==> config.mk <==
export PLATFORM = sky130hd
export DESIGN_NAME = fft_power_peak
export DESIGN_NICKNAME = d
export VERILOG_FILES = /design/src/rtl/fft_power_peak.sv
export SDC_FILE = /design/constraint.sdc
export NUM_CORES = 2
export LEC_CHECK = 0
export CAP_MARGIN = 10
export CORE_MARGIN = 5
export CORE_UTILIZATION = 45
export CTS_CLUSTER_DIAMETER = 80
export DETAILED_ROUTE_END_ITERATION = 8
export PLACE_DENSITY = 0.72
export SYNTH_ARGS = -nofsm -noshare
export SYNTH_HDL_FRONTEND = slang
export SYNTH_SLANG_ARGS = --single-unit
==> constraint.sdc <==
create_clock -name clk -period 7.08 [get_ports clk]
set_clock_uncertainty 0.15 [all_clocks]
set_input_delay 1.416 -clock clk [delete_from_list [all_inputs] [get_ports clk]]
set_output_delay 1.416 -clock clk [all_outputs]
set_load 0.01 [all_outputs]
==> src/rtl/fft_power_peak.sv <==
// Per-bin power (re^2 + im^2) over a two-stage stall-aware pipeline, with bin tagging
// and a once-per-frame peak report taken on the last-bin output transfer.
module fft_power_peak #(
   parameter int N_BINS = 16,
   parameter int W      = 16
) (
   input  logic                        clk,
   input  logic                        reset,
   input  logic                        in_push,
   input  logic signed [W-1:0]         in_real,
   input  logic signed [W-1:0]         in_imag,
   output logic                        in_stall,
   output logic                        out_push,
   output logic [2*W-1:0]              out_power,
   output logic [$clog2(N_BINS)-1:0]   out_bin,
   output logic                        out_last,
   input  logic                        out_stall,
   output logic                        peak_valid,
   output logic [$clog2(N_BINS)-1:0]   peak_bin,
   output logic [2*W-1:0]              peak_power
);

   localparam int BW = $clog2(N_BINS);
   localparam int PW = 2 * W;
   localparam logic [BW-1:0] LAST_BIN = BW'(N_BINS - 1);
   localparam logic [BW-1:0] ZERO_BIN = {BW{1'b0}};

   logic          s1_valid_q, s1_valid_d;
   logic [PW-1:0] s1_re2_q, s1_re2_d;
   logic [PW-1:0] s1_im2_q, s1_im2_d;
   logic [BW-1:0] s1_bin_q, s1_bin_d;
   logic          s1_last_q, s1_last_d;

   logic          out_push_q, out_push_d;
   logic [PW-1:0] out_power_q, out_power_d;
   logic [BW-1:0] out_bin_q, out_bin_d;
   logic          out_last_q, out_last_d;

   logic [BW-1:0] bin_cnt_q, bin_cnt_d;
   logic [BW-1:0] run_bin_q, run_bin_d;
   logic [PW-1:0] run_pow_q, run_pow_d;

   logic          peak_valid_q, peak_valid_d;
   logic [BW-1:0] peak_bin_q, peak_bin_d;
   logic [PW-1:0] peak_power_q, peak_power_d;

   logic          s2_load_s, s1_load_s, in_xfer_s, out_xfer_s;
   logic signed [PW-1:0] re_ext_s, im_ext_s, re_sq_s, im_sq_s;
   logic [BW-1:0] cand_bin_s;
   logic [PW-1:0] cand_pow_s;

   // Handshake: a stage may load when empty or when the stage after it is moving.
   always_comb begin
      s2_load_s  = !out_push_q || !out_stall;
      s1_load_s  = !s1_valid_q || s2_load_s;
      in_stall   = reset || !s1_load_s;
      in_xfer_s  = in_push && !in_stall;
      out_xfer_s = out_push_q && !out_stall;
   end

   // Full-width signed squares so that the most negative input squares exactly.
   always_comb begin
      re_ext_s = PW'(in_real);
      im_ext_s = PW'(in_imag);
      re_sq_s  = re_ext_s * re_ext_s;
      im_sq_s  = im_ext_s * im_ext_s;
   end

   // Bin 0 seeds the running peak; otherwise only a strictly larger power replaces it.
   always_comb begin
      cand_bin_s = run_bin_q;
      cand_pow_s = run_pow_q;
      if ((out_bin_q == ZERO_BIN) || (out_power_q > run_pow_q)) begin
         cand_bin_s = out_bin_q;
         cand_pow_s = out_power_q;
      end else begin
         cand_bin_s = run_bin_q;
         cand_pow_s = run_pow_q;
      end
   end

   // Next-state for both pipeline stages, bin counter, running peak and report.
   always_comb begin
      s1_valid_d   = s1_valid_q;
      s1_re2_d     = s1_re2_q;
      s1_im2_d     = s1_im2_q;
      s1_bin_d     = s1_bin_q;
      s1_last_d    = s1_last_q;
      out_push_d   = out_push_q;
      out_power_d  = out_power_q;
      out_bin_d    = out_bin_q;
      out_last_d   = out_last_q;
      bin_cnt_d    = bin_cnt_q;
      run_bin_d    = run_bin_q;
      run_pow_d    = run_pow_q;
      peak_valid_d = 1'b0;
      peak_bin_d   = peak_bin_q;
      peak_power_d = peak_power_q;

      if (s1_load_s) begin
         s1_valid_d = in_xfer_s;
         if (in_xfer_s) begin
            s1_re2_d  = $unsigned(re_sq_s);
            s1_im2_d  = $unsigned(im_sq_s);
            s1_bin_d  = bin_cnt_q;
            s1_last_d = (bin_cnt_q == LAST_BIN);
         end else begin
            s1_last_d = s1_last_q;
         end
      end else begin
         s1_valid_d = s1_valid_q;
      end

      if (in_xfer_s) begin
         bin_cnt_d = (bin_cnt_q == LAST_BIN) ? ZERO_BIN : bin_cnt_q + BW'(1);
      end else begin
         bin_cnt_d = bin_cnt_q;
      end

      if (s2_load_s) begin
         out_push_d = s1_valid_q;
         if (s1_valid_q) begin
            out_power_d = s1_re2_q + s1_im2_q;
            out_bin_d   = s1_bin_q;
            out_last_d  = s1_last_q;
         end else begin
            out_last_d  = out_last_q;
         end
      end else begin
         out_push_d = out_push_q;
      end

      // The report comes from the candidate, so a new bin 0 entering S2 cannot disturb it.
      if (out_xfer_s) begin
         run_bin_d = cand_bin_s;
         run_pow_d = cand_pow_s;
         if (out_last_q) begin
            peak_valid_d = 1'b1;
            peak_bin_d   = cand_bin_s;
            peak_power_d = cand_pow_s;
         end else begin
            peak_valid_d = 1'b0;
         end
      end else begin
         peak_valid_d = 1'b0;
      end
   end

   // State registers with synchronous reset; reset discards any frame in flight.
   always_ff @(posedge clk) begin
      if (reset) begin
         s1_valid_q   <= 1'b0;
         s1_re2_q     <= {PW{1'b0}};
         s1_im2_q     <= {PW{1'b0}};
         s1_bin_q     <= ZERO_BIN;
         s1_last_q    <= 1'b0;
         out_push_q   <= 1'b0;
         out_power_q  <= {PW{1'b0}};
         out_bin_q    <= ZERO_BIN;
         out_last_q   <= 1'b0;
         bin_cnt_q    <= ZERO_BIN;
         run_bin_q    <= ZERO_BIN;
         run_pow_q    <= {PW{1'b0}};
         peak_valid_q <= 1'b0;
         peak_bin_q   <= ZERO_BIN;
         peak_power_q <= {PW{1'b0}};
      end else begin
         s1_valid_q   <= s1_valid_d;
         s1_re2_q     <= s1_re2_d;
         s1_im2_q     <= s1_im2_d;
         s1_bin_q     <= s1_bin_d;
         s1_last_q    <= s1_last_d;
         out_push_q   <= out_push_d;
         out_power_q  <= out_power_d;
         out_bin_q    <= out_bin_d;
         out_last_q   <= out_last_d;
         bin_cnt_q    <= bin_cnt_d;
         run_bin_q    <= run_bin_d;
         run_pow_q    <= run_pow_d;
         peak_valid_q <= peak_valid_d;
         peak_bin_q   <= peak_bin_d;
         peak_power_q <= peak_power_d;
      end
   end

   assign out_push   = out_push_q;
   assign out_power  = out_power_q;
   assign out_bin    = out_bin_q;
   assign out_last   = out_last_q;
   assign peak_valid = peak_valid_q;
   assign peak_bin   = peak_bin_q;
   assign peak_power = peak_power_q;

endmodule
==> flow_metrics.tcl <==
set metrics [dict create \
    hold_viol_final 0 \
    dp_cells 4148 \
    dpl.hpwl_um 53000 \
    synth_compound_area_share_pct 13.2 \
    clkLatencyLatePin_ns 0.44 \
    place_congestion 0.883 \
    htree_levels 4 \
    synthTopCellsByArea "fa_1, dfxtp_1, ha_1" \
    cts_tree "built" \
    row_count 90 \
    tns_ns 0 \
    synthXorXnorAreaFrac_pct 3.04 \
    synthToLayoutAreaGrowth_pct 21.2 \
    coreArea_sq_um 60000 \
    end_kind "register" \
    reg2reg_to "run_pow_q[0]$_SDFFE_PP0P_" \
    syn_inst 3005 \
    clock_path_buffers 2 \
    drive_gt1_share_pct 19.2 \
    timing.hold.ws_ns 0.294 \
    wl_per_cell_um 15.4 \
    drt_iter0_markers 1015 \
    syn_area_sq_um 27100 \
    grt_antenna_before_repair 0 \
    status "finished clean" \
    die_w_um 255 \
    seq_area_frac_synth_pct 13.5 \
    worstSetupEndpoint "s1_re2_q[24]$_SDFFE_PP0P_" \
    fin_cells 4208 \
    ctsHoldBuffers 0 \
    num_vias 21800 \
    first_global_vias 22500 \
    ioPinCount 112 \
    gr-total-overflow 0 \
    regToRegSetupSlack_ns 3.12 \
    slew_headroom_pct 30.9 \
    final_nets 4159 \
    clockRootBuffer "clkbuf_16" \
    syn_avg_cell_area_sq_um 9.02 \
    grt_max_degree 82 \
    start_util_pct 45.1 \
    drv_slew 0 \
    synth_edf_count 0 \
    min_period_ns 6.96 \
    synth_most_common_cell "inv_1" \
    synth_top_family_by_area "adder cells" \
    totalWireLength_um 64900 \
    worstSetupStartpoint "in_real[3]" \
    fmax_mhz 144 \
    worst_hold_path_type "reg -> reg" \
    grt_pass1_wl_um 109000 \
    antenna_left 0 \
    ys_types 83 \
    antennaDiodeCount 0 \
    setup_viol 0 \
    rsz0062_at_grt "true" \
    first_pass_iters 5 \
    dieArea_sq_um 65200 \
    drc_errors 0 \
    ys_ff_latch 183 \
    period_share_pct 98.3 \
    arrival_ns 7.14 \
    async_flop_share_pct 0 \
    cp_max_fo 6 \
    tightest_slew_ns 1.03 \
    worstReg2RegStart "out_power[31]$_SDFFE_PP0P_" \
    syn-num-nets 3750 \
    cts_buffers 17 \
    grtUsageTotal_pct 19.6 \
    path_clk_slew_ns 0.08 \
    critPathLaunchType "primary input" \
    r2r_cells 8 \
    cts.sinks 183 \
    yosys-top-cells-count "inv_1, fa_1, nand2_1, ha_1, dfxtp_1" \
    synthMuxAreaShare_pct 0.333 \
    crit_required_ns 7.26 \
    critPathKind "in -> reg" \
    yosys.area.top_type "fa_1" \
    yosys.area_share.simple_pct 12.5 \
    synth_ff_type "dfxtp_1" \
    synthAdderAreaFrac_pct 45.7 \
    ys_warn_count 0 \
    drv_cap 0 \
    netlist.area_leader.share_pct 34.5 \
    viasPerCell 5.18 \
    die_h_um 255 \
    port_buffers 111 \
]
## critical path, stage by stage
cell and delay [ns]:
buf_2 0.12, buf_6 0.14, inv_4 0.07, nor2_4 0.05
buf_4 0.13, fa_1 0.51, inv_2 0.04, fa_1 0.52
inv_1 0.05, fa_1 0.50, fa_2 0.45, fa_1 0.51
inv_2 0.04, fa_1 0.50, inv_2 0.05, ha_4 0.24
and4_1 0.19, a221o_1 0.38, a221oi_4 0.32, a21boi_2 0.10
o21a_1 0.19, or3_1 0.36, a32o_1 0.25
## area by class of cell
type	instances	area [sq um]
fillers	5237	27200
multi-input cells	2021	20800
repair buffers	519	4260
flip-flops and latches	183	3660
inverters	672	2530
well taps	782	978
clock buffers	18	439
clock inverters	13	134
## cells in the final DEF (no fill, tap or decap), types with 38 or more instances in the layout
| cell | n |
|---|---|
| inv_1 | 648 |
| fa_1 | 446 |
| buf_4 | 379 |
| nand2_1 | 262 |
| ha_1 | 225 |
| dfxtp_1 | 183 |
| o21ai_0 | 99 |
| nor2_1 | 89 |
| nand3_1 | 85 |
| a21oi_1 | 83 |
| clkdlybuf4s50_1 | 80 |
| and2_1 | 66 |
| xnor2_1 | 60 |
| o21ai_1 | 52 |
| a21o_1 | 38 |
## through the flow
stage | instance area (sq um) | util (%) | setup WS (ns)
2_1_floorplan | 27100 | - | -0.00473
3_3_place_gp | 31500 | 52.4 | -0.665
3_5_place_dp | 31500 | 52.4 | -0.797
4_1_cts | 32300 | 53.9 | 0.00484
5_1_grt | 32800 | 54.7 | -0.0534
6_report | 32800 | 54.7 | 0.120
## logic make-up (layout without fill, tap and decap cells)
kind of cell / count (synthesis) / in the layout
buf+inv: 801 / 1222
fa+ha+maj: 709 / 709
simple gates: 685 / 685
compound gates: 524 / 524
flops: 183 / 183
xor+xnor: 94 / 94
mux: 9 / 9
## per-layer routing
| metal | part of all wire, % | routed length (um) | GRT usage [%] | up-vias |
|---|---|---|---|---|
| met4 | 2.4 | 1530 | 4.39 | 0 |
| met1 | 43 | 27700 | 25.7 | 10800 |
| li1 | - | - | - | 10400 |
| met3 | 4.9 | 3180 | 3.03 | 115 |
| met2 | 50 | 32500 | 34.7 | 501 |
| met5 | 0 | 0 | 0 | - |
## sequential cells by signal (all words and copies together) (netlist names)
name,count
peak_valid,1
out_last,1
run_bin_q,4
bin_cnt_q,4
run_pow_q,32
out_power,32
out_push,1
peak_power,32
peak_bin,4
s1_last_q,1
s1_bin_q,4
out_bin,4
s1_valid_q,1
s1_im2_q,31
s1_re2_q,31
## how the worst min path moves through the flow
stage	from	end	slack, ns	depth (start not counted)
5_1_grt	run_bin_q[2]$_SDFFE_PP0P_	run_bin_q[2]$_SDFFE_PP0P_	0.32	2
3_3_place_gp	run_bin_q[2]$_SDFFE_PP0P_	run_bin_q[2]$_SDFFE_PP0P_	0.29	2
2_1_floorplan	run_bin_q[0]$_SDFFE_PP0P_	run_bin_q[0]$_SDFFE_PP0P_	0.28	2
4_1_cts	s1_last_q$_SDFFE_PP0P_	out_last$_SDFFE_PP0P_	0.30	2
6_report	s1_last_q$_SDFFE_PP0P_	out_last$_SDFFE_PP0P_	0.29	2
3_5_place_dp	run_bin_q[2]$_SDFFE_PP0P_	run_bin_q[2]$_SDFFE_PP0P_	0.29	2
## timing repair
item / CTS / global route
buffers inserted: 11 / 15
setup endpoints to repair: 20 / 24
resized for setup: 90 / 132
pin swaps: 39 / 81
cloned: 2 / 1
Power is left out: the tool's default activity adds up to more than one toggle a clock period on the data nets, which glitch-free logic cannot reach.
